## src/rtl/ps2_keys_pkg.sv

```systemverilog
`default_nettype none
// +-----------------------------------------------------------------------+
// | ps2_keys_pkg: set-2 arrow scan codes, key indices, parser states.     |
// | Rev 1.0                                                               |
// +-----------------------------------------------------------------------+
package ps2_keys_pkg;

  localparam logic [7:0] SC_E0    = 8'hE0;
  localparam logic [7:0] SC_F0    = 8'hF0;
  localparam logic [7:0] SC_LEFT  = 8'h6B;
  localparam logic [7:0] SC_UP    = 8'h75;
  localparam logic [7:0] SC_RIGHT = 8'h74;
  localparam logic [7:0] SC_DOWN  = 8'h72;

  localparam logic [1:0] KEY_LEFT  = 2'd3;
  localparam logic [1:0] KEY_UP    = 2'd2;
  localparam logic [1:0] KEY_RIGHT = 2'd1;
  localparam logic [1:0] KEY_DOWN  = 2'd0;

  localparam int EVT_W = 3;

  typedef enum logic [1:0] {
    ST_IDLE    = 2'd0,
    ST_EXT     = 2'd1,
    ST_BRK     = 2'd2,
    ST_EXT_BRK = 2'd3
  } parse_state_e;

  typedef struct packed {
    logic [1:0] key;
    logic       make;
  } key_evt_t;

  function automatic logic is_arrow(input logic [7:0] b);
    return (b == SC_LEFT) || (b == SC_UP) || (b == SC_RIGHT) || (b == SC_DOWN);
  endfunction

  function automatic logic [1:0] arrow_key(input logic [7:0] b);
    case (b)
      SC_LEFT:  return KEY_LEFT;
      SC_UP:    return KEY_UP;
      SC_RIGHT: return KEY_RIGHT;
      default:  return KEY_DOWN;
    endcase
  endfunction

endpackage
`default_nettype wire

```

## src/rtl/key_event_fifo.sv

```systemverilog
`default_nettype none
// +-----------------------------------------------------------------------+
// | key_event_fifo: show-ahead synchronous FIFO with full/empty flags.    |
// | Rev 1.0                                                               |
// +-----------------------------------------------------------------------+
module key_event_fifo #(
  parameter int DEPTH = 4,
  parameter int WIDTH = 3
) (
  input  logic             clk,
  input  logic             reset,
  input  logic             push,
  input  logic [WIDTH-1:0] push_data,
  input  logic             pop,
  output logic [WIDTH-1:0] head,
  output logic             full,
  output logic             empty
);

  localparam int AW = $clog2(DEPTH);

  logic [WIDTH-1:0] mem_q [DEPTH];
  logic [AW-1:0]    wr_ptr_q, wr_ptr_d;
  logic [AW-1:0]    rd_ptr_q, rd_ptr_d;
  logic [AW:0]      count_q, count_d;
  logic             do_push, do_pop;

  assign empty = (count_q == '0);
  assign full  = (count_q == (AW+1)'(DEPTH));
  // Head reads as zero when empty so the event outputs are clean after reset.
  assign head  = empty ? '0 : mem_q[rd_ptr_q];

  always_comb begin
    do_pop   = pop && !empty;
    do_push  = push && (!full || do_pop);
    wr_ptr_d = do_push ? wr_ptr_q + AW'(1) : wr_ptr_q;
    rd_ptr_d = do_pop ? rd_ptr_q + AW'(1) : rd_ptr_q;
    count_d  = count_q;
    if (do_push && !do_pop) begin
      count_d = count_q + (AW+1)'(1);
    end else if (do_pop && !do_push) begin
      count_d = count_q - (AW+1)'(1);
    end
  end

  always_ff @(posedge clk or posedge reset) begin
    if (reset) begin
      wr_ptr_q <= '0;
      rd_ptr_q <= '0;
      count_q  <= '0;
    end else begin
      wr_ptr_q <= wr_ptr_d;
      rd_ptr_q <= rd_ptr_d;
      count_q  <= count_d;
    end
  end

  always_ff @(posedge clk) begin
    if (do_push) begin
      mem_q[wr_ptr_q] <= push_data;
    end
  end

endmodule
`default_nettype wire

```

## src/rtl/arrow_key_tracker.sv

```systemverilog
`default_nettype none
// +-----------------------------------------------------------------------+
// | arrow_key_tracker: PS/2 set-2 arrow parser, hold state, event queue.  |
// | Rev 1.0                                                               |
// +-----------------------------------------------------------------------+
module arrow_key_tracker
  import ps2_keys_pkg::*;
#(
  parameter int FIFO_DEPTH     = 4,
  parameter int TIMEOUT_CYCLES = 250000,
  parameter bit ACCEPT_NUMPAD  = 1'b1
) (
  input  logic       clk,
  input  logic       reset,
  input  logic [7:0] ps2_byte,
  input  logic       ps2_byte_valid,
  output logic [3:0] hold,
  output logic [3:0] press_pulse,
  output logic [3:0] release_pulse,
  output logic       evt_valid,
  input  logic       evt_ready,
  output logic [1:0] evt_key,
  output logic       evt_make,
  output logic       overflow,
  input  logic       clear_overflow
);

  localparam int             TW      = $clog2(TIMEOUT_CYCLES + 1);
  localparam logic [TW-1:0]  TO_LAST = TW'(TIMEOUT_CYCLES - 1);

  parse_state_e  state_q, state_d;
  logic [TW-1:0] tmo_q, tmo_d;
  logic [3:0]    hold_q, hold_d;
  logic [3:0]    press_q, press_d;
  logic [3:0]    rel_q, rel_d;
  logic          push_q, push_d;
  key_evt_t      push_evt_q, push_evt_d;
  logic          overflow_q, overflow_d;

  logic          do_make, do_break, arrow;
  logic [1:0]    key;
  logic          fifo_full, fifo_empty, fifo_pop, fifo_drop;
  logic [EVT_W-1:0] fifo_head;
  key_evt_t      head_evt;

  assign arrow     = is_arrow(ps2_byte);
  assign key       = arrow_key(ps2_byte);
  assign fifo_pop  = !fifo_empty && evt_ready;
  assign fifo_drop = push_q && fifo_full && !fifo_pop;

  always_comb begin
    state_d    = state_q;
    tmo_d      = tmo_q;
    hold_d     = hold_q;
    press_d    = '0;
    rel_d      = '0;
    push_d     = 1'b0;
    push_evt_d = push_evt_q;
    do_make    = 1'b0;
    do_break   = 1'b0;

    if (ps2_byte_valid) begin
      // A byte always restarts the idle timer, even on the expiry cycle.
      tmo_d = '0;
      unique case (state_q)
        ST_IDLE: begin
          if (ps2_byte == SC_E0)      state_d = ST_EXT;
          else if (ps2_byte == SC_F0) state_d = ST_BRK;
          else                        do_make = arrow && ACCEPT_NUMPAD;
        end
        ST_EXT: begin
          if (ps2_byte == SC_F0) begin
            state_d = ST_EXT_BRK;
          end else if (arrow) begin
            do_make = 1'b1;
            state_d = ST_IDLE;
          end else if (ps2_byte != SC_E0) begin
            state_d = ST_IDLE;
          end
        end
        ST_EXT_BRK: begin
          do_break = arrow;
          state_d  = ST_IDLE;
        end
        ST_BRK: begin
          do_break = arrow && ACCEPT_NUMPAD;
          state_d  = ST_IDLE;
        end
      endcase
    end else if (state_q != ST_IDLE) begin
      if (tmo_q == TO_LAST) begin
        state_d = ST_IDLE;
        tmo_d   = '0;
      end else begin
        tmo_d = tmo_q + TW'(1);
      end
    end

    // Typematic repeats and breaks of unheld keys produce nothing.
    if (do_make && !hold_q[key]) begin
      hold_d[key]  = 1'b1;
      press_d[key] = 1'b1;
      push_d       = 1'b1;
      push_evt_d   = '{key: key, make: 1'b1};
    end
    if (do_break && hold_q[key]) begin
      hold_d[key] = 1'b0;
      rel_d[key]  = 1'b1;
      push_d      = 1'b1;
      push_evt_d  = '{key: key, make: 1'b0};
    end

    overflow_d = overflow_q;
    if (clear_overflow) overflow_d = 1'b0;
    if (fifo_drop)      overflow_d = 1'b1;
  end

  always_ff @(posedge clk or posedge reset) begin
    if (reset) begin
      state_q    <= ST_IDLE;
      tmo_q      <= '0;
      hold_q     <= '0;
      press_q    <= '0;
      rel_q      <= '0;
      push_q     <= 1'b0;
      push_evt_q <= '0;
      overflow_q <= 1'b0;
    end else begin
      state_q    <= state_d;
      tmo_q      <= tmo_d;
      hold_q     <= hold_d;
      press_q    <= press_d;
      rel_q      <= rel_d;
      push_q     <= push_d;
      push_evt_q <= push_evt_d;
      overflow_q <= overflow_d;
    end
  end

  key_event_fifo #(
    .DEPTH (FIFO_DEPTH),
    .WIDTH (EVT_W)
  ) u_fifo (
    .clk       (clk),
    .reset     (reset),
    .push      (push_q),
    .push_data (push_evt_q),
    .pop       (fifo_pop),
    .head      (fifo_head),
    .full      (fifo_full),
    .empty     (fifo_empty)
  );

  assign head_evt      = fifo_head;
  assign hold          = hold_q;
  assign press_pulse   = press_q;
  assign release_pulse = rel_q;
  assign evt_valid     = !fifo_empty;
  assign evt_key       = head_evt.key;
  assign evt_make      = head_evt.make;
  assign overflow      = overflow_q;

endmodule
`default_nettype wire

```

## config.mk

```make
export PLATFORM = sky130hd
export DESIGN_NAME = arrow_key_tracker
export DESIGN_NICKNAME = d
export VERILOG_FILES = /design/src/rtl/ps2_keys_pkg.sv /design/src/rtl/key_event_fifo.sv /design/src/rtl/arrow_key_tracker.sv
export SDC_FILE = /design/constraint.sdc
export NUM_CORES = 1
export LEC_CHECK = 0
export ABC_AREA = 1
export BUFFER_PORTS_ARGS = -buffer_cell sky130_fd_sc_hd__buf_2
export CORE_MARGIN = 5
export CORE_UTILIZATION = 55
export CTS_CLUSTER_DIAMETER = 120
export DETAILED_ROUTE_END_ITERATION = 8
export GPL_TIMING_DRIVEN = 0
export PLACE_DENSITY = 0.71
export SKIP_CTS_REPAIR_TIMING = 1
export SYNTH_ARGS = -nofsm -noshare
export SYNTH_HDL_FRONTEND = slang
export SYNTH_SLANG_ARGS = --single-unit
```

## constraint.sdc

```tcl
create_clock -name clk -period 3.1 [get_ports clk]
set_clock_uncertainty 0.2 [all_clocks]
set_input_delay 0.62 -clock clk [delete_from_list [all_inputs] [get_ports clk]]
set_output_delay 0.62 -clock clk [all_outputs]
set_load 0.05 [all_outputs]
```

* Word-level counts from Yosys, hierarchy flattened
Memory sizes are Yosys's and may differ from the RTL's.
Cells that the tools add are included.
** Storage, ports and cells
- Input bits :: 13
- ROM bits :: 0
- Bits in writable memories :: 12
- Output and inout bits :: 17
- Latch bits :: 0
- Bits in registers :: 44
- Logic and storage cells :: 107
- Memories kept :: 1
** Cells by class
- Multiplexer cells :: 40
- $lt $le $gt $ge :: 2
- Add/sub/neg operators :: 5
- Reductions and logical operators :: 30
- Bitwise logic cells :: 3
- Divide/modulo/power cells :: 0
- Multiply operators :: 0
- Shift-type cells :: 0
- Equal/unequal tests :: 14
** Memory list
- u_fifo.mem_q :: depth 4, width 3, read ports 1, clocked after Yosys merged registers in 0, wr ports 1, RTL line key_event_fifo.sv:22 : logic [WIDTH-1:0] mem_q [DEPTH];
** Operator list (number)
- $mux 18 :: 3
- $eq 8x7->1 const B :: 4
- $add 18x1->18 const B :: 1
- $eq 18x18->1 const B :: 1
- $eq 8x8->1 const B :: 2
- $mux 2 :: 8
- $mux 4 :: 4
- $mux 1 :: 15
- $mux 3 :: 5
- $pmux 2 s3 :: 2
- $reduce_bool 2->1 :: 6
- $logic_and 1x1->1 :: 10
- $ne 8x8->1 const B :: 1
- $logic_not 1->1 :: 6
- $ne 5x5->1 const B :: 1
- $add 2x1->2 const B :: 2
- $and 4x4->4 :: 1
- $eq 2x2->1 const B :: 2
- $logic_or 1x1->1 :: 4
- $ne 4x4->1 const B :: 1
- $not 4->4 :: 1
- $or 4x4->4 :: 1
- $reduce_and 4->1 :: 1
- $add 3x1->3 const B :: 1
- other kinds (11) :: 11

* Depth between registers and ports, before layout
Gate-level depths: netlist (run 1).
- Depth after elaboration :: 12
- Depth in mapped cells :: 13
- Mapped depth without buffers :: 13

* Hierarchy
From an unflattened synthesis (run 1), not the netlist that was laid out.
** Unflattened totals
- Cell total of the unflattened synthesis :: 389
- Area total of the unflattened synthesis :: 3181.8 um^2
** By module, submodules not included
- arrow_key_tracker :: area an instance 2194.6 um^2, cells an instance 282, sequential area each 925.9 um^2, instances 1
- key_event_fifo :: area an instance 987.2 um^2, cells an instance 107, sequential area each 535.5 um^2, instances 1

* Worst setup path before layout (run 1)
No wires, ideal clock.
- Path type :: register to register
- From :: register u_fifo.count_q[0]
- To :: register u_fifo.count_q[2]
- Data required time :: 2769 ps
- Data arrival time :: 2298 ps
- Slack :: 471 ps
- Buffers on the path :: 0
- Period minus slack after synthesis :: 2629 ps
- Stages on the path, launching flop included :: 11
- Library setup time :: 131 ps
- Path through :: dfrtp_1 > nor2_1 > nand2_1 > nand2_1 > a31oi_2 > ha_1 > inv_1 > fa_1 > a21oi_1 > o21ai_0 > xor2_1
** Between the ends
- Longest elaborated chain between the ends :: 9
- Elaborated cells between the ends (all ways) :: 17
- Those cells by class :: 2 x add/sub; 1 x eq/ne; 2 x mux; 12 x reduce/logical
** Ends and longest elaborated chain
- start, declared :: RTL line key_event_fifo.sv:25 : logic [AW:0] count_q, count_d;
- start signal, assigned :: RTL line key_event_fifo.sv:54 : count_q <= count_d;
- $logic_not 3->1 (*) :: RTL line key_event_fifo.sv:28 : assign empty = (count_q == '0);
- $logic_not 1->1 (*)
- net evt_valid :: RTL line arrow_key_tracker.sv:20 : output logic evt_valid,
- $logic_and 1x1->1 :: RTL line arrow_key_tracker.sv:48 : assign fifo_pop = !fifo_empty && evt_ready;
- $logic_and 1x1->1 (*) :: RTL line key_event_fifo.sv:34 : do_pop = pop && !empty;
- $logic_or 1x1->1 (*) :: RTL line key_event_fifo.sv:35 : do_push = push && (!full || do_pop);
- $logic_and 1x1->1 (*) :: RTL line key_event_fifo.sv:35
- net u_fifo.do_push :: RTL line key_event_fifo.sv:26 : logic do_push, do_pop;
- $logic_not 1->1 :: RTL line key_event_fifo.sv:41 : end else if (do_pop && !do_push) begin
- $logic_and 1x1->1 :: RTL line key_event_fifo.sv:41
- $reduce_bool 2->1 (no line)
Mark *: on every way through the listed nets, which the timed path passes. The rest lies on a longest branch. The select of a mux whose other input is x is not followed.
A chain may end at the register's enable or synchronous reset.

* Worst setup path in the final report (run 1)
- From :: register u_fifo.count_q[0]
- To :: register u_fifo.count_q[2]
** Between the ends
- Longest elaborated chain between the ends :: 9
- Elaborated cells between the ends (all ways) :: 17
- Those cells by class :: 2 x add/sub; 1 x eq/ne; 2 x mux; 12 x reduce/logical
** Ends and longest elaborated chain (RTL line)
- $logic_not 3->1 :: key_event_fifo.sv:28
- $logic_not 1->1 :: key_event_fifo.sv:34, arrow_key_tracker.sv:48
- $logic_and 1x1->1 :: arrow_key_tracker.sv:48
- $logic_and 1x1->1 :: key_event_fifo.sv:34
- $logic_or 1x1->1 (*) :: key_event_fifo.sv:35
- $logic_and 1x1->1 (*) :: key_event_fifo.sv:35
- net u_fifo.do_push :: key_event_fifo.sv:26
- $logic_not 1->1 :: key_event_fifo.sv:41
- $logic_and 1x1->1 :: key_event_fifo.sv:41
- $reduce_bool 2->1 (no line)
Marks and branches as above.

==> run_results.csv, run 1 <==
group,metric,value,unit
setup_path,cp_top_family,"adder cells",
global_routing,grt-ovfl-total,0,
logic_synthesis,ys_ff_latch,56,
global_routing,antenna_found_initial,0,
timing,drv_slew,0,
timing,finalHoldViolCount,0,
global_routing,grt_pass1_wl,9.05,mm
logic_synthesis,synth_warnings,0,
drt,route.detailed.drc,0,
timing,worst_pin_slew,318,ps
min_path,hold_class,"in -> reg",
logic_synthesis,async_reset_ff_share,78.6,%
logic_synthesis,syn_inst,335,
clocking,cts.sinks,56,
logic_synthesis,synth_edf_count,12,
cells_and_area,layout.nets,393,
clocking,cts_made_buffers,5,
cells_and_area,diodes,0,
drt,dr.pass1.iters,4,
cells_and_area,final_cells,444,
power,peakVddDrop,438,µV
die,die_w,83.0,µm
setup_path,crit_arrival,2430,ps
clocking,worstSkewPairLatency,310,ps
die,floorplan.rows,26,
die,initial_core_util,57.0,%
clocking,clk_pin_slew_worst_paths,100,ps
drt,vias,2154,
global_routing,grt_start_max_net_pins,44,
cells_and_area,mostFrequentLayoutCells,"inv_1, nand2_1, dfrtp_1",
global_routing,grt_pass1_vias,2158,
clocking,clockBufferDepth,2,
cells_and_area,final_area,3290,µm²
logic_synthesis,yosysTopAreaCell,"dfrtp_1",
logic_synthesis,synthesis.area,2930,µm²
logic_synthesis,synth.distinct_cells,34,
job,maxCapViolCount,0,
drt,drtIter0Drc,81,
place,io_buffers,29,
drt,antenna_left,0,
die,core-area,5140,µm²
cells_and_area,layout-drive-gt1-share,21.1,%
place,placed_cells,435,
timing,period_needed,2440,ps
power,pwr-share-clk,21.8,%
setup_path,cp.required,3090,ps
logic_synthesis,synth_fp_nets,355,
power,intPower,1160,µW
clocking,cts.root.buffer_cell,"clkbuf_8",
clocking,cts_tree,"done",
setup_path,worstSetupEndpointType,"flop",
power,power_switching,711,µW
die,dieHeight,83.0,µm
setup_path,crit_path_cell_trace,"nor2_1 > nand2_1 > nand2_1 > a31oi_2 > ha_1 > inv_1 > fa_1 > a21oi_1 > o21ai_0 > xor2_1",
timing,fin_setup_tns,0,ps
setup_path,cpMostUsedCell,"nand2_1",
setup_path,crit_slowest_cell,"dfrtp_1",
timing,rsz0062_at_grt,"no",
logic_synthesis,synth_ff_type,"dfrtp_1",
die,io_pins,30,
place,dp_hpwl,3.70,mm
place,routabilityCongestion,0.871,
cells_and_area,area_delta_synth_final,12.2,%
cells_and_area,fillerInstances,454,
setup_path,path_buf_inv,1,
die,die-area,6890,µm²
power,p_leak,0.00163,µW
timing,period_share,78.8,%
timing,maxSlewHeadroom,78.7,%
drt,drt_wl_total,4.92,mm
timing,fmax,410,MHz
drt,viasPerCell,4.85,
power,power_density,569,nW/µm²
logic_synthesis,seq_area_frac_synth,49.9,%
logic_synthesis,netlist.area_leader.share,37.6,%
clocking,htreeDepth,2,
global_routing,grtUsageTotal,15.3,%
setup_path,start_kind,"flop",
place,place_area,3180,µm²
power,swShare,38.0,%
logic_synthesis,synth_area_leaders,"dfrtp_1, edfxtp_1, inv_1",
outcome,status,"finished, final reports clean",
power,seqPwrFrac,47.2,%
setup_path,cp_max_fo,5,
logic_synthesis,syn_area_per_cell,8.75,µm²
timing,final-setup-viol-count,0,
setup_path,slowest_delay,420,ps
power,power_frac_comb,31.0,%
drt,routedWlPerCell,11.1,µm
cells_and_area,mostFrequentLayoutCell,"inv_1",
setup_path,critPathKind,"reg -> reg",
-- power by group through the flow --
stage                     combinational, µW  sequential [µW]  clock, µW
final                                   580              884        407
after global placement                  567              896          0
after floorplan                         458              895          0
after detailed placement                580              899          0
after CTS                               585              884        424
after global routing                    651              896        450
-- per-layer routing --
| metal | up-vias | GRT usage [%] | part of all wire [%] |
|---|---|---|---|
| li1 | 1125 | - | - |
| met1 | 973 | 20.3 | 48 |
| met2 | 46 | 25.5 | 46 |
| met3 | 10 | 2.87 | 4.2 |
| met4 | 0 | 4.61 | 1.5 |
| met5 | - | 0 | 0 |
-- state kept, by name, summed over array words and instances, names as in the netlist --
| signal | flops |
|---|---|
| release_pulse | 4 |
| overflow | 1 |
| u_fifo.mem_q | 12 |
| push_q | 1 |
| tmo_q | 18 |
| u_fifo.wr_ptr_q | 2 |
| state_q | 2 |
| push_evt_q | 3 |
| press_pulse | 4 |
| hold | 4 |
| u_fifo.count_q | 3 |
| u_fifo.rd_ptr_q | 2 |
-- worst paths after layout --
kind / cells past startpoint / to / slack [ps] / start
max: 10 / u_fifo.count_q[2]$_DFFE_PP0P_ / 660 / u_fifo.count_q[0]$_DFFE_PP0P_
min: 2 / overflow$_DFFE_PP0P_ / 290 / clear_overflow
max reg2reg: 10 / u_fifo.count_q[2]$_DFFE_PP0P_ / 660 / u_fifo.count_q[0]$_DFFE_PP0P_
min reg2reg: 2 / overflow$_DFFE_PP0P_ / 330 / overflow$_DFFE_PP0P_
max in group asynchronous: 4 / tmo_q[9]$_DFFE_PP0N_ / 1790 / reset
min in group asynchronous: 3 / u_fifo.rd_ptr_q[1]$_DFFE_PP0P_ / 500 / reset
-- layout make-up --
| cell class | count | area [µm²] | area share [%] |
|---|---|---|---|
| timing repair buffer | 31 | 175 | 5.33 |
| clock buffer | 5 | 68.8 | 2.09 |
| buffer | 1 | 3.75 | 0.114 |
| inverter | 63 | 239 | 7.27 |
| multi-input combinational | 215 | 1230 | 37.3 |
| clock inverter | 3 | 26.3 | 0.799 |
| sequential | 56 | 1460 | 44.4 |
| tap | 70 | 87.6 | 2.66 |
-- cells in the mapped netlist, types with 2 or more instances --
master,count
a21oi_1,13
nand2_1,55
nand2_4,7
nor3_1,6
nor2_1,42
nor2_2,5
edfxtp_1,12
xnor2_1,2
a21oi_2,4
o21ai_0,20
nand2_2,8
and3_1,2
xor2_1,7
dfrtp_1,44
nand3_1,18
ha_1,6
inv_2,4
nand4_1,3
inv_1,58
nor2_4,5
-- worst reg2reg max path, delay by kind of cell (launching register included) --
kind	cells	cell delay, ps
fa+ha+maj	2	580
compound gates	3	540
flops	1	420
simple gates	3	370
xor+xnor	1	160
buf+inv	1	60
-- logic make-up (layout without fill, tap and decap cells) --
group | count (synthesis) | in the layout | share of synthesized area [%]
fa+ha+maj | 7 | 7 | 3.24
flops | 56 | 56 | 49.9
simple gates | 157 | 157 | 27.6
mux | 1 | 1 | 0.384
xor+xnor | 9 | 9 | 2.69
buf+inv | 64 | 103 | 8.28
compound gates | 41 | 41 | 7.94
-- per-stage QoR --
stage | hold slack, ps | util [%] | worst slack (ps) | total power, µW
global route | 290 | 64.0 | 423 | 2000
global placement | 306 | 61.6 | 620 | 1460
CTS | -62.0 | 63.8 | 637 | 1890
detailed placement | 279 | 62.0 | 594 | 1480
finish | 294 | 64.0 | 658 | 1870
floorplan | 276 | - | 471 | 1350
Power figures use the tool's default switching activity.
==> run 2: changes to the inputs <==
--- a/config.mk
+++ b/config.mk
@@ -5,7 +5,7 @@
 export SDC_FILE = /design/constraint.sdc
 export NUM_CORES = 1
 export LEC_CHECK = 0
-export ABC_AREA = 1
+export ABC_AREA = 0
 export BUFFER_PORTS_ARGS = -buffer_cell sky130_fd_sc_hd__buf_2
 export CORE_MARGIN = 5
 export CORE_UTILIZATION = 55
==> constraint.sdc (replaced) <==
create_clock -name clk -period 2.25 [get_ports clk]
set_clock_uncertainty 0.2 [all_clocks]
set_input_delay 0.45 -clock clk [delete_from_list [all_inputs] [get_ports clk]]
set_output_delay 0.45 -clock clk [all_outputs]
set_load 0.05 [all_outputs]
==> run 2 against run 1 <==
Clock-buffer cell count unchanged. Largest cell class unchanged. Synthesized cell count decreased by 26%. Largest power group unchanged. First-iteration DRC count decreased by 7.4%. Critical path type is now reg -> out. Combinational power is 25% higher.
==> run_results.csv, run 2 <==
group,metric,value,unit
cells_and_area,mostFrequentLayoutCells,"dfrtp_1, buf_2, nor2_1",
global_routing,grtUsageTotal,18.3,%
logic_synthesis,synth_fp_nets,267,
setup_path,cp.required,1600,ps
logic_synthesis,ys_ff_latch,56,
logic_synthesis,synthesis.area,2770,µm²
die,io_pins,30,
setup_path,crit_slowest_cell,"mux4_2",
timing,final-setup-viol-count,0,
setup_path,cp_max_fo,5,
timing,fmax,447,MHz
min_path,min_from,"clear_overflow",
timing,holdWs,122,ps
drt,viasPerCell,5.59,
place,dp_hpwl,3.85,mm
cells_and_area,reg_top3,"tmo_q (18), u_fifo.mem_q (12)",
setup_path,slowest_delay,510,ps
setup_path,crit_path_cell_trace,"mux4_2 > and2_4 > buf_6",
clocking,worstSkewPairLatency,320,ps
clocking,cts.root.buffer_cell,"clkbuf_8",
logic_synthesis,synth.distinct_cells,59,
logic_synthesis,synth_common_cells,"dfrtp_1, nor2_1, nand2_1, edfxtp_1",
logic_synthesis,netlist.area_leader.share,39.8,%
timing,period_share,99.4,%
power,power_density,760,nW/µm²
global_routing,antenna_found_initial,0,
cells_and_area,multi_input_area,1320,µm²
cells_and_area,layout-drive-gt1-share,28.2,%
power,peakVddDrop,387,µV
clocking,cts_made_buffers,5,
timing,finalHoldViolCount,0,
logic_synthesis,syn_area_per_cell,11.2,µm²
global_routing,grt_pass1_vias,1908,
setup_path,worstSetupEndpointType,"output port",
drt,drt_wl_total,5.52,mm
timing,drv_slew,0,
drt,drtIter0Drc,75,
logic_synthesis,yosysTopAreaCell,"dfrtp_1",
cells_and_area,layout.nets,310,
global_routing,grt_pass1_wl,9.20,mm
timing,rsz0062_at_grt,"yes",
drt,antenna_left,0,
cells_and_area,final_cells,358,
job,maxCapViolCount,0,
global_routing,grt-ovfl-total,0,
min_path,hold_class,"in -> reg",
clocking,cts_tree,"done",
logic_synthesis,seq_area_frac_synth,52.9,%
logic_synthesis,synth_warnings,0,
setup_path,crit_arrival,1590,ps
cells_and_area,largest_register_ffs,18,
cells_and_area,diodes,0,
place,placed_cells,344,
cells_and_area,area_delta_synth_final,18.7,%
power,p_leak,0.00141,µW
logic_synthesis,syn_inst,247,
logic_synthesis,synth_area_leaders,"dfrtp_1, edfxtp_1, nor2_1",
setup_path,start_kind,"flop",
logic_synthesis,synth_ff_type,"dfrtp_1",
setup_path,critPathKind,"reg -> out",
drt,vias,2000,
cells_and_area,fillerInstances,377,
drt,routedWlPerCell,15.4,µm
setup_path,path_buf_inv,1,
setup_path,rr_startpoint,"u_fifo.count_q[1]$_DFFE_PP0P_",
logic_synthesis,async_reset_ff_share,78.6,%
setup_path,cp_top_family,"multiplexers",
die,floorplan.rows,25,
logic_synthesis,post-synth-top-count-cell,"dfrtp_1",
timing,maxSlewHeadroom,57.3,%
die,die_w,80.9,µm
place,place_area,3040,µm²
drt,route.detailed.drc,0,
timing,worst_pin_slew,637,ps
clocking,clk_pin_slew_worst_paths,100,ps
timing,period_needed,2240,ps
place,io_buffers,29,
die,core-area,4820,µm²
die,die-area,6550,µm²
clocking,clockBufferDepth,2,
cells_and_area,ff_latch_area,1470,µm²
logic_synthesis,synth_edf_count,12,
clocking,htreeDepth,2,
global_routing,grt_start_max_net_pins,32,
cells_and_area,max_flop_register,"tmo_q",
power,p_total,2500,µW
cells_and_area,final_util,68.2,%
clocking,cts.sinks,56,
die,initial_core_util,57.4,%
cells_and_area,final_area,3280,µm²
outcome,status,"finished, final reports clean",
setup_path,cp-startpoint,"u_fifo.rd_ptr_q[0]$_DFFE_PP0P_",
place,routabilityCongestion,0.852,
die,dieHeight,80.9,µm
drt,dr.pass1.iters,4,
cells_and_area,mostFrequentLayoutCell,"dfrtp_1",
## run 2: cell types whose count changed in the layout (fill, tap and decap cells not counted), moves of 6 or more
cell / previous run / this run
nand3_1: 18 / 8
inv_1: 57 / 7
a21oi_1: 13 / 5
o21ai_0: 20 / 11
nand2_1: 55 / 17
nor2_1: 42 / 27
nand2_4: 7 / 1
nand2_2: 8 / 0
buf_4: 0 / 8
xnor2_1: 2 / 9
## run 2: per-stage QoR
stage / TNS [ps] / setup slack [ps]
6_report: 0 / 13.4
5_1_grt: -247 / -45.3
4_1_cts: -1440 / -291
3_5_place_dp: -653 / -187
3_3_place_gp: -585 / -168
2_1_floorplan: -1.20 / -1.20
## run 2: final cells by class
type | count | share of cell area (%)
Sequential cell | 56 | 44.6
Multi-Input combinational cell | 174 | 40.1
Timing Repair Buffer | 39 | 7.96
Tap cell | 67 | 2.55
Clock buffer | 5 | 2.10
Inverter | 9 | 1.03
Buffer | 5 | 0.838
Clock inverter | 3 | 0.800
## run 2: worst paths after layout
path	to	cells after the start	slack [ps]
max	evt_make	3	10
min	overflow$_DFFE_PP0P_	2	120
max reg2reg	u_fifo.count_q[2]$_DFFE_PP0P_	8	70
min reg2reg	overflow$_DFFE_PP0P_	2	300
max in group asynchronous	u_fifo.count_q[1]$_DFFE_PP0P_	4	940
min in group asynchronous	state_q[1]$_DFFE_PP0P_	3	430
## run 2: cell families (layout without fill, tap and decap cells)
group                    count (synthesis)  count (layout)  share of synthesized area, %
AO/OA/AOI/OAI                           37              37                          9.50
XOR/XNOR                                20              20                          6.33
adder cells (fa/ha/maj)                  7               7                          3.44
buffers and inverters                   17              61                          2.62
flip-flops                              56              56                          52.9
multiplexers                            10              10                          5.29
AND/OR/NAND/NOR                        100             100                          20.0
## run 2: routing by layer
| metal | wire [µm] | GRT usage [%] |
|---|---|---|
| met5 | 0 | 0 |
| met3 | 187 | 3.77 |
| met4 | 61 | 5.57 |
| met1 | 2550 | 25.3 |
| met2 | 2720 | 29.0 |
## run 2: report_power, final
part,switching [µW],leakage (µW),internal [µW],total [µW]
Clock,343,0.0000487,228,571
Sequential,90.8,0.000687,1110,1200
Combinational,358,0.000672,365,723
Total,792,0.00141,1700,2500
==> run 3: changes to the inputs <==
--- a/config.mk
+++ b/config.mk
@@ -5,7 +5,7 @@
 export SDC_FILE = /design/constraint.sdc
 export NUM_CORES = 1
 export LEC_CHECK = 0
-export ABC_AREA = 0
+export ABC_AREA = 1
 export BUFFER_PORTS_ARGS = -buffer_cell sky130_fd_sc_hd__buf_2
 export CORE_MARGIN = 5
 export CORE_UTILIZATION = 55
==> run 3 against run 2 <==
Core utilization shrank 3.0 points. Flip-flop and latch count is the same. Worst hold slack lost 6.7 ps. Routed wire length shrank 5.6%. Total power grew 7.7%. Die area grew 5.3%. Clock-buffer cell count is the same. Fmax grew 3.6%. Critical path type is now reg -> reg. Highest routed layer unchanged.
==> run_results.csv, run 3 (same netlist as run 1, synthesis figures left out) <==
group,metric,value,unit
die,die_w,83.0,µm
clocking,clk_pin_slew_worst_paths,100,ps
die,core-area,5140,µm²
setup_path,crit_slowest_cell,"dfrtp_2",
clocking,htreeDepth,2,
die,io_pins,30,
global_routing,grt-ovfl-total,0,
timing,final-setup-viol-count,0,
place,place_ws,-46.6,ps
timing,worst_slack,91.8,ps
global_routing,grtUsageTotal,16.2,%
cells_and_area,final_cells,446,
outcome,status,"finished, final reports clean",
timing,drv_slew,0,
power,peakVddDrop,563,µV
job,maxCapViolCount,0,
timing,maxSlewHeadroom,79.7,%
place,placed_cells,435,
timing,holdWs,116,ps
place,routabilityCongestion,0.886,
die,dieHeight,83.0,µm
global_routing,grt_pass1_vias,2142,
timing,fmax,463,MHz
timing,worst_pin_slew,304,ps
cells_and_area,mostFrequentLayoutCells,"inv_1, nand2_1, nor2_1, dfrtp_1, buf_2",
clocking,worstSkewPairLatency,310,ps
setup_path,cp_max_fo,4,
place,io_buffers,29,
place,dp_hpwl,3.96,mm
clocking,cts.root.buffer_cell,"clkbuf_8",
cells_and_area,max_flop_register,"tmo_q",
timing,period_share,95.9,%
drt,route.detailed.drc,0,
setup_path,start_kind,"flop",
cells_and_area,area_delta_synth_final,14.3,%
setup_path,slowest_delay,450,ps
timing,fin_setup_tns,0,ps
drt,drt_wl_total,5.21,mm
drt,vias,2200,
clocking,cts_made_buffers,5,
power,p_total,2690,µW
timing,period_needed,2160,ps
min_path,hold_class,"in -> reg",
setup_path,crit_arrival,2160,ps
global_routing,grt_pass1_wl,9.39,mm
cells_and_area,fillerInstances,460,
clocking,cts.sinks,56,
cells_and_area,diodes,0,
cells_and_area,reg_top3,"tmo_q (18), u_fifo.mem_q (12)",
die,floorplan.rows,26,
setup_path,cp.required,2250,ps
global_routing,grt_start_max_net_pins,42,
power,power_density,803,nW/µm²
setup_path,crit_path_cell_trace,"nor2_4 > nand2_4 > nand2_4 > a31oi_4 > ha_1 > inv_2 > fa_1 > mux2_2",
die,initial_core_util,57.0,%
power,p_leak,0.00165,µW
drt,dr.pass1.iters,4,
cells_and_area,layout.nets,395,
setup_path,cpMostUsedCell,"nand2_4",
clocking,cts_tree,"done",
cells_and_area,layout-drive-gt1-share,23.9,%
cells_and_area,largest_register_ffs,18,
drt,antenna_left,0,
drt,viasPerCell,4.93,
cells_and_area,mostFrequentLayoutCell,"inv_1",
clocking,clockBufferDepth,2,
die,die-area,6890,µm²
setup_path,worstSetupEndpointType,"flop",
timing,finalHoldViolCount,0,
drt,routedWlPerCell,11.7,µm
cells_and_area,multi_input_area,1260,µm²
drt,drtIter0Drc,85,
cells_and_area,ff_latch_area,1470,µm²
setup_path,critPathKind,"reg -> reg",
global_routing,antenna_found_initial,0,
==> run 3: changes by cell type in the layout (fill, tap and decap cells not counted), moves of 6 or more <==
cell / change
nor2_1: +14
nand2_2: +8
a21oi_1: +8
o21ai_0: +9
xnor2_1: -7
inv_1: +48
nand3_1: +10
nand2_4: +8
nor2_4: +6
nand2_1: +36
==> run 3: critical path: cells and delay by family (launching register included) <==
| family | cells | cell delay (ps) |
|---|---|---|
| adders and majority gates | 2 | 600 |
| and+or+nand+nor | 3 | 360 |
| muxes | 1 | 270 |
| DFF | 1 | 450 |
| AOI/OAI and AO/OA | 1 | 100 |
| buffers and inverters | 1 | 70 |
==> run 3: cell type report <==
class                      count  share of cell area, %
tap                           70                   2.61
inverter                      63                   7.13
multi-input combinational    215                   37.6
timing repair buffer          34                   6.13
sequential                    56                   43.7
clock inverter                 3                  0.747
clock buffer                   5                   2.05
==> run 3: metrics by stage <==
stage               instance area (µm²)  util [%]
global placement                   3190      62.1
finish                             3350      65.2
floorplan                          2960         -
global route                       3350      65.2
detailed placement                 3210      62.5
CTS                                3300      64.3
==> run 3: worst paths after layout <==
check / start / end / slack, ps / cells past startpoint
setup reg to reg: u_fifo.count_q[1]$_DFFE_PP0P_ / u_fifo.count_q[1]$_DFFE_PP0P_ / 90 / 8
min in group asynchronous: reset / press_pulse[0]$_DFF_PP0_ / 350 / 3
max in group asynchronous: reset / u_fifo.rd_ptr_q[0]$_DFFE_PP0P_ / 1060 / 4
hold / removal: clear_overflow / overflow$_DFFE_PP0P_ / 120 / 2
hold reg to reg: overflow$_DFFE_PP0P_ / overflow$_DFFE_PP0P_ / 330 / 2
setup / recovery: u_fifo.count_q[1]$_DFFE_PP0P_ / u_fifo.count_q[1]$_DFFE_PP0P_ / 90 / 8
==> run 3: power by group <==
group | switching, µW | leakage [µW] | internal (µW)
Clock | 346 | 0.0000452 | 228
Sequential | 113 | 0.000658 | 1140
Combinational | 575 | 0.000951 | 291
Total | 1030 | 0.00165 | 1660
==> run 3: metal layers <==
metal	wire, µm	track usage (%)	vias up
li1	-	-	1135
met1	2450	20.8	1027
met2	2540	27.5	31
met3	171	4.06	7
met4	52	4.31	0
met5	0	0	-
